===== src/rtl/stable_matching_pkg.sv =====
`default_nettype none
// ============================================================================
// Module   : stable_matching_pkg
// Brief    : Shared widths, FSM encoding and preference-vector offsets.
// Revision : 1.0
// ============================================================================
package stable_matching_pkg;

    typedef enum logic [1:0] {
        ST_IDLE   = 2'd0,
        ST_INVERT = 2'd1,
        ST_SCAN   = 2'd2,
        ST_DONE   = 2'd3
    } state_t;

    // Index width for a range of n values; never narrower than one bit.
    function automatic int log2w(input int n);
        int w;
        w = 1;
        while ((1 << w) < n) w++;
        return w;
    endfunction

    function automatic int rpref_off(input int i, input int j, input int logs, input int kr);
        return logs * kr * i + logs * j;
    endfunction

    function automatic int spref_off(input int i, input int j, input int logr, input int ks,
                                     input int rbase);
        return rbase + logr * ks * i + logr * j;
    endfunction

endpackage
`default_nettype wire


===== src/rtl/stable_matching_rank.sv =====
`default_nettype none
// ============================================================================
// Module   : stable_matching_rank
// Brief    : Position of key in one responder's list; Kr when key is absent.
// Revision : 1.0
// ============================================================================
module stable_matching_rank
    import stable_matching_pkg::*;
#(
    parameter int Kr   = 10,
    parameter int LOGS = 4,
    localparam int RW  = log2w(Kr + 1)
)(
    input  logic [LOGS-1:0] list [Kr],
    input  logic [LOGS-1:0] key,
    output logic            found,
    output logic [RW-1:0]   rank
);

    // Scan from the tail so the lowest matching index is the one left standing.
    always_comb begin
        found = 1'b0;
        rank  = RW'(Kr);
        for (int j = Kr - 1; j >= 0; j--) begin
            if (list[j] == key) begin
                found = 1'b1;
                rank  = RW'(j);
            end
        end
    end

endmodule
`default_nettype wire


===== config.mk =====
export PLATFORM = sky130hd
export DESIGN_NAME = stable_matching_rank
export DESIGN_NICKNAME = d
export VERILOG_FILES = /design/src/rtl/stable_matching_pkg.sv /design/src/rtl/stable_matching_rank.sv
export SDC_FILE = /design/constraint.sdc
export NUM_CORES = 1
export LEC_CHECK = 0
export BUFFER_PORTS_ARGS = -buffer_cell sky130_fd_sc_hd__clkbuf_2
export CAP_MARGIN = 20
export CORE_UTILIZATION = 40
export DETAILED_ROUTE_END_ITERATION = 7
export GPL_TIMING_DRIVEN = 0
export PLACE_DENSITY = 0.85
export SLEW_MARGIN = 10
export SYNTH_ARGS = -nofsm -noshare
export SYNTH_HDL_FRONTEND = slang
export SYNTH_SLANG_ARGS = --single-unit

===== constraint.sdc =====
create_clock -name vclk -period 1.49
set_input_delay 0.149 -clock vclk [all_inputs]
set_output_delay 0.149 -clock vclk [all_outputs]
set_load 0.01 [all_outputs]

==> Word level (Yosys, flattened, before mapping) <==
Cells that the tools add are included.
{ "totals": {"reg_bits": 0, "latch_bits": 0, "mem_bits_rw": 0, "mem_bits_ro": 0, "input_bits": 44, "output_inout_bits": 5, "wordCells": 30, "memories": 0} }
{ "op_classes": {"addsub": 0, "multipliers": 0, "n_div": 0, "order_cmp": 0, "eq_ne": 10, "shift": 0, "mux": 20, "n_bitwise": 0, "reduce_logical": 0} }
{ "op_table": {"columns": ["cell", "n"], "rows": [
  ["equality test 4 bit", 10],
  ["2-to-1 mux 4 bit", 9],
  ["2-to-1 mux 1 bit", 10],
  ["2-to-1 mux 2 bit", 1]
]} }

==> Logic depth before layout (Yosys ltp) <==
{ "depth": {"ltp_word": 11, "depth_mapped": 6, "mapped_depth_nobuf": 5} }

==> Least setup slack after synthesis <==
Ideal clock, no wire load.
{ "synth_path": {"path_kind": "input -> output", "start": "input key[3]", "end": "output rank[0]", "arrival_ns": 1.234, "required_time_ns": 1.341, "slack_ns": 0.107, "path_stages": 6, "n_path_buf": 1, "cell_sequence": "buf_6 > xor2_1 > nor4_2 > nor2b_1 > o221ai_1 > a31oi_1"} }
{ "synth_between": {"elab_chain_cells": 11, "word_cells_on_any_way": 20} }
{ "synth_rtl": {"columns": ["element", "line", "text"], "rows": [
  ["start: declaration", "stable_matching_rank.sv:15", "input logic [LOGS-1:0] key,"],
  ["equality test 4 bit", "stable_matching_rank.sv:25", "if (list[j] == key) begin"],
  ["2-to-1 mux 2 bit", "stable_matching_rank.sv:25", null],
  ["2-to-1 mux 4 bit (8 in a row)", "stable_matching_rank.sv:25", null],
  ["2-to-1 mux 4 bit (*)", "stable_matching_rank.sv:25", null],
  ["end: declaration", "stable_matching_rank.sv:17", "output logic [RW-1:0] rank"]
]} }
Mark *: on every way between the ends. The rest lies on a longest branch, timed or not.

==> Worst setup path in the final report <==
{ "layout_path": {"start": "input list[3] (netlist name)", "end": "output rank[0]"} }
{ "layout_between": {"elab_chain_cells": 11} }
{ "layout_rtl": {"columns": ["element", "line", "text"], "rows": [
  ["start: declaration", "stable_matching_rank.sv:14", "input logic [LOGS-1:0] list [Kr],"],
  ["equality test 4 bit", "stable_matching_rank.sv:25", null],
  ["2-to-1 mux 2 bit", "stable_matching_rank.sv:25", null],
  ["2-to-1 mux 4 bit (9 in a row)", "stable_matching_rank.sv:25", null]
]} }
No other way between the ends.

==> metrics.txt <==
# TYPE chip_impl_metric gauge
chip_impl_info{name="path_cells",value="buf_6, xor2_2, nor4_2, nor2b_2, o221ai_2, a31oi_1, buf_2"} 1
chip_impl_metric{name="detailroute.via_count",unit=""} 672
chip_impl_metric{name="muxShareOfSynthArea",unit=""} 0
chip_impl_metric{name="critical_path_peak_fanout",unit=""} 2
chip_impl_info{name="synth_top_family_by_area",value="XOR/XNOR gates"} 1
chip_impl_metric{name="synthesis.area_per_instance",unit="sq um"} 7.66
chip_impl_metric{name="syn_nets",unit=""} 116
chip_impl_metric{name="final_core_util",unit=""} 0.727
chip_impl_info{name="setup.worst_path.class",value="in -> out"} 1
chip_impl_metric{name="cellLeakagePower",unit="nW"} 0.449
chip_impl_info{name="setup_repair_after_global_routing_missed_its_margin",value="yes"} 1
chip_impl_metric{name="post_route_cells_drive_above_1_share",unit=""} 0.528
chip_impl_info{name="timing.critical_path.slowest_stage_cell",value="sky130_fd_sc_hd__nor4_2"} 1
chip_impl_metric{name="globalRouteTotalUtil",unit=""} 0.193
chip_impl_metric{name="synthesis.area",unit="sq um"} 552
chip_impl_metric{name="rows",unit=""} 13
chip_impl_metric{name="drc_errors",unit=""} 0
chip_impl_metric{name="yosys.area_share.simple",unit=""} 0.222
chip_impl_metric{name="complex_gate_fraction_of_the_synthesized_area",unit=""} 0.0612
chip_impl_metric{name="ant_nets",unit=""} 0
chip_impl_metric{name="maxSlewViolCount",unit=""} 0
chip_impl_metric{name="first_pass_iters",unit=""} 4
chip_impl_metric{name="synth.lib_cells_used.distinct",unit=""} 17
chip_impl_metric{name="number_of_clock_tree_buffers_in_the_layout",unit=""} 0
chip_impl_metric{name="worst_pin_slew",unit="ns"} 0.296
chip_impl_info{name="top_layer",value="met3"} 1
chip_impl_info{name="synth_largest_area_cell",value="sky130_fd_sc_hd__xnor2_1"} 1
chip_impl_metric{name="numPortBuffers",unit=""} 45
chip_impl_metric{name="power.density",unit="nW/um^2"} 371
chip_impl_metric{name="ir_worst_vdd",unit="V"} 0.000229
chip_impl_metric{name="setup_viol_count_final",unit=""} 0
chip_impl_metric{name="gp_congestion",unit=""} 0.645
chip_impl_metric{name="cap_viol_max_count",unit=""} 0
chip_impl_metric{name="die_width",unit="microns"} 39.1
chip_impl_metric{name="holdPathStages",unit=""} 5
chip_impl_metric{name="synth_top_area_frac",unit=""} 0.508
chip_impl_metric{name="post-route-period-util",unit=""} 0.984
chip_impl_metric{name="worst_path_largest_cell_delay",unit="ns"} 0.29
chip_impl_metric{name="detail_route.vias_per_cell",unit=""} 4.87
chip_impl_metric{name="first_iter_violations",unit=""} 7
chip_impl_metric{name="initial_cell_density_of_the_core",unit=""} 0.429
chip_impl_metric{name="first_global_vias",unit=""} 531
chip_impl_metric{name="route.detailed.wl_per_inst",unit="microns"} 11.6
chip_impl_metric{name="dr_wl_met2",unit="microns"} 916
chip_impl_metric{name="syn_inst",unit=""} 72
chip_impl_info{name="worst_setup_ep_type",value="primary output"} 1
chip_impl_metric{name="final-seq-area",unit="sq um"} 0
chip_impl_metric{name="timing.critical_path.required",unit="ns"} 1.34
chip_impl_metric{name="worst_slew_margin_rel",unit=""} 0.801
chip_impl_metric{name="area.growth.synth_to_final",unit="%"} 69.4
chip_impl_metric{name="post_cts_hold_buffer_count",unit=""} 0
chip_impl_info{name="min-delay-start",value="list[25]"} 1
chip_impl_metric{name="post_synth_xor_area_fraction",unit=""} 0.635
chip_impl_metric{name="layout.nets",unit=""} 169
chip_impl_info{name="result_of_the_run",value="completed"} 1
chip_impl_metric{name="final_period_minus_worst_setup_slack",unit="ns"} 1.47
chip_impl_info{name="min-delay-path-class",value="in -> out"} 1
chip_impl_info{name="startpoint_type",value="input pin"} 1
chip_impl_metric{name="synth_fa_ha_area_frac",unit=""} 0
chip_impl_metric{name="total_gr_overflow",unit=""} 0
chip_impl_info{name="min_delay_worst_endpoint",value="rank[1]"} 1
chip_impl_metric{name="synth_seq_area_share",unit=""} 0
chip_impl_metric{name="hold_violations",unit=""} 0
chip_impl_metric{name="worstPathArrival",unit="ns"} 1.32
chip_impl_metric{name="route.layer.met1.wl",unit="microns"} 575
chip_impl_metric{name="top_achievable_clock_speed",unit="GHz"} 0.682
chip_impl_metric{name="diodes",unit=""} 0
chip_impl_metric{name="pin_count_of_the_biggest_net_entering_global_routing",unit=""} 11
chip_impl_metric{name="top_level_ports",unit=""} 49
chip_impl_metric{name="antenna_found_initial",unit=""} 0
chip_impl_metric{name="hpwlAfterDp",unit="mm"} 1.18
chip_impl_metric{name="setup-tns-final",unit="ns"} 0
chip_impl_metric{name="die_area",unit="sq um"} 1530
chip_impl_metric{name="synth_warnings",unit=""} 0
chip_impl_metric{name="coreArea",unit="sq um"} 1280
chip_impl_metric{name="hold_slack",unit="ns"} 0.768
chip_impl_metric{name="global_route_wire_length_before_repair",unit="mm"} 2.09
chip_impl_info{name="synth.top_cells.by_area",value="sky130_fd_sc_hd__xnor2_1 51%, sky130_fd_sc_hd__xor2_1 13%, sky130_fd_sc_hd__nand4_1 9.1%"} 1
chip_impl_metric{name="sequential_cell_total",unit=""} 0
chip_impl_metric{name="die_height",unit="microns"} 39.1
chip_impl_metric{name="routed_wirelength",unit="mm"} 1.60
chip_impl_metric{name="routed-wl-met3",unit="microns"} 109
-- what timing repair did --
action / in CTS / in global routing
resized for setup: 9 / 12
buffers inserted: 3 / 3
gates cloned: 0 / 0
hold endpoints to repair: 0 / 0
setup endpoints to repair: 1 / 3
pin swaps: 5 / 4
-- how the worst max path moves through the flow --
stage / to / from / slack, ns / cells past startpoint
floorplan: rank[0] / key[3] / 0.11 / 6
global placement: rank[0] / key[3] / -0.06 / 7
detailed placement: rank[0] / key[3] / -0.09 / 7
CTS: rank[0] / list[0] / -0.02 / 7
global route: rank[0] / list[3] / -0.09 / 7
finish: rank[0] / list[3] / 0.02 / 7
-- power by group --
part	total, mW	internal [mW]	switching, mW
sequential	0	0	0
combinational	0.346	0.188	0.158
clock	0	0	0
-- routing by layer --
metal | global-route usage | up-vias
li1 | - | 343
met5 | 0 | -
met2 | 0.396 | 31
met1 | 0.220 | 298
met3 | 0.0173 | 0
met4 | 0 | 0
-- cells by family after synthesis --
logic type / after synthesis
xor gates and xnor gates: 40
and+or+nand+nor: 21
AOI/OAI and AO/OA: 5
buffers and inverters: 6
-- cell usage after synthesis --
cell type,n
sky130_fd_sc_hd__xnor2_1,32
sky130_fd_sc_hd__nand4_1,8
sky130_fd_sc_hd__xor2_1,8
sky130_fd_sc_hd__nand2_1,5
sky130_fd_sc_hd__nor2_1,3
sky130_fd_sc_hd__a31oi_1,2
sky130_fd_sc_hd__buf_4,2
sky130_fd_sc_hd__buf_6,2
sky130_fd_sc_hd__inv_1,2
sky130_fd_sc_hd__nand4_2,1
sky130_fd_sc_hd__nor2b_1,1
sky130_fd_sc_hd__nor3_1,1
sky130_fd_sc_hd__nor4_1,1
sky130_fd_sc_hd__nor4_2,1
sky130_fd_sc_hd__o21ai_0,1
sky130_fd_sc_hd__o21bai_1,1
sky130_fd_sc_hd__o221ai_1,1
-- metrics by stage --
step	std cells	instance area [sq um]	total power [mW]	setup WS, ns
CTS	135	861	0.323	-0.0162
global placement	132	796	0.292	-0.0608
finish	138	935	0.346	0.0244
floorplan	72	552	0.189	0.107
detailed placement	132	796	0.302	-0.0905
global route	138	935	0.375	-0.0928
-- cell usage in the layout, fill, tap and decap left out, drive strengths merged --
cell / count
nor2: 3
a31oi: 2
nor4: 2
buf: 12
o21ai: 1
o21bai: 1
inv: 2
nand4: 9
nor3: 1
xnor2: 32
xor2: 8
nor2b: 1
clkbuf: 43
nand2: 5
o221ai: 1
-- layout make-up --
cell class	count	area, sq um
Multi-Input combinational cell	66	552
Fill cell	97	350
Buffer	4	80.1
Tap cell	15	18.8
Timing Repair Buffer	51	277
Inverter	2	7.51
-- critical path, delay by kind of cell --
kind,cells,cell delay [ns]
buf+inv,2,0.25
compound gates,2,0.27
xor+xnor,1,0.16
simple gates,2,0.49
Power figures use the tool's default switching activity.
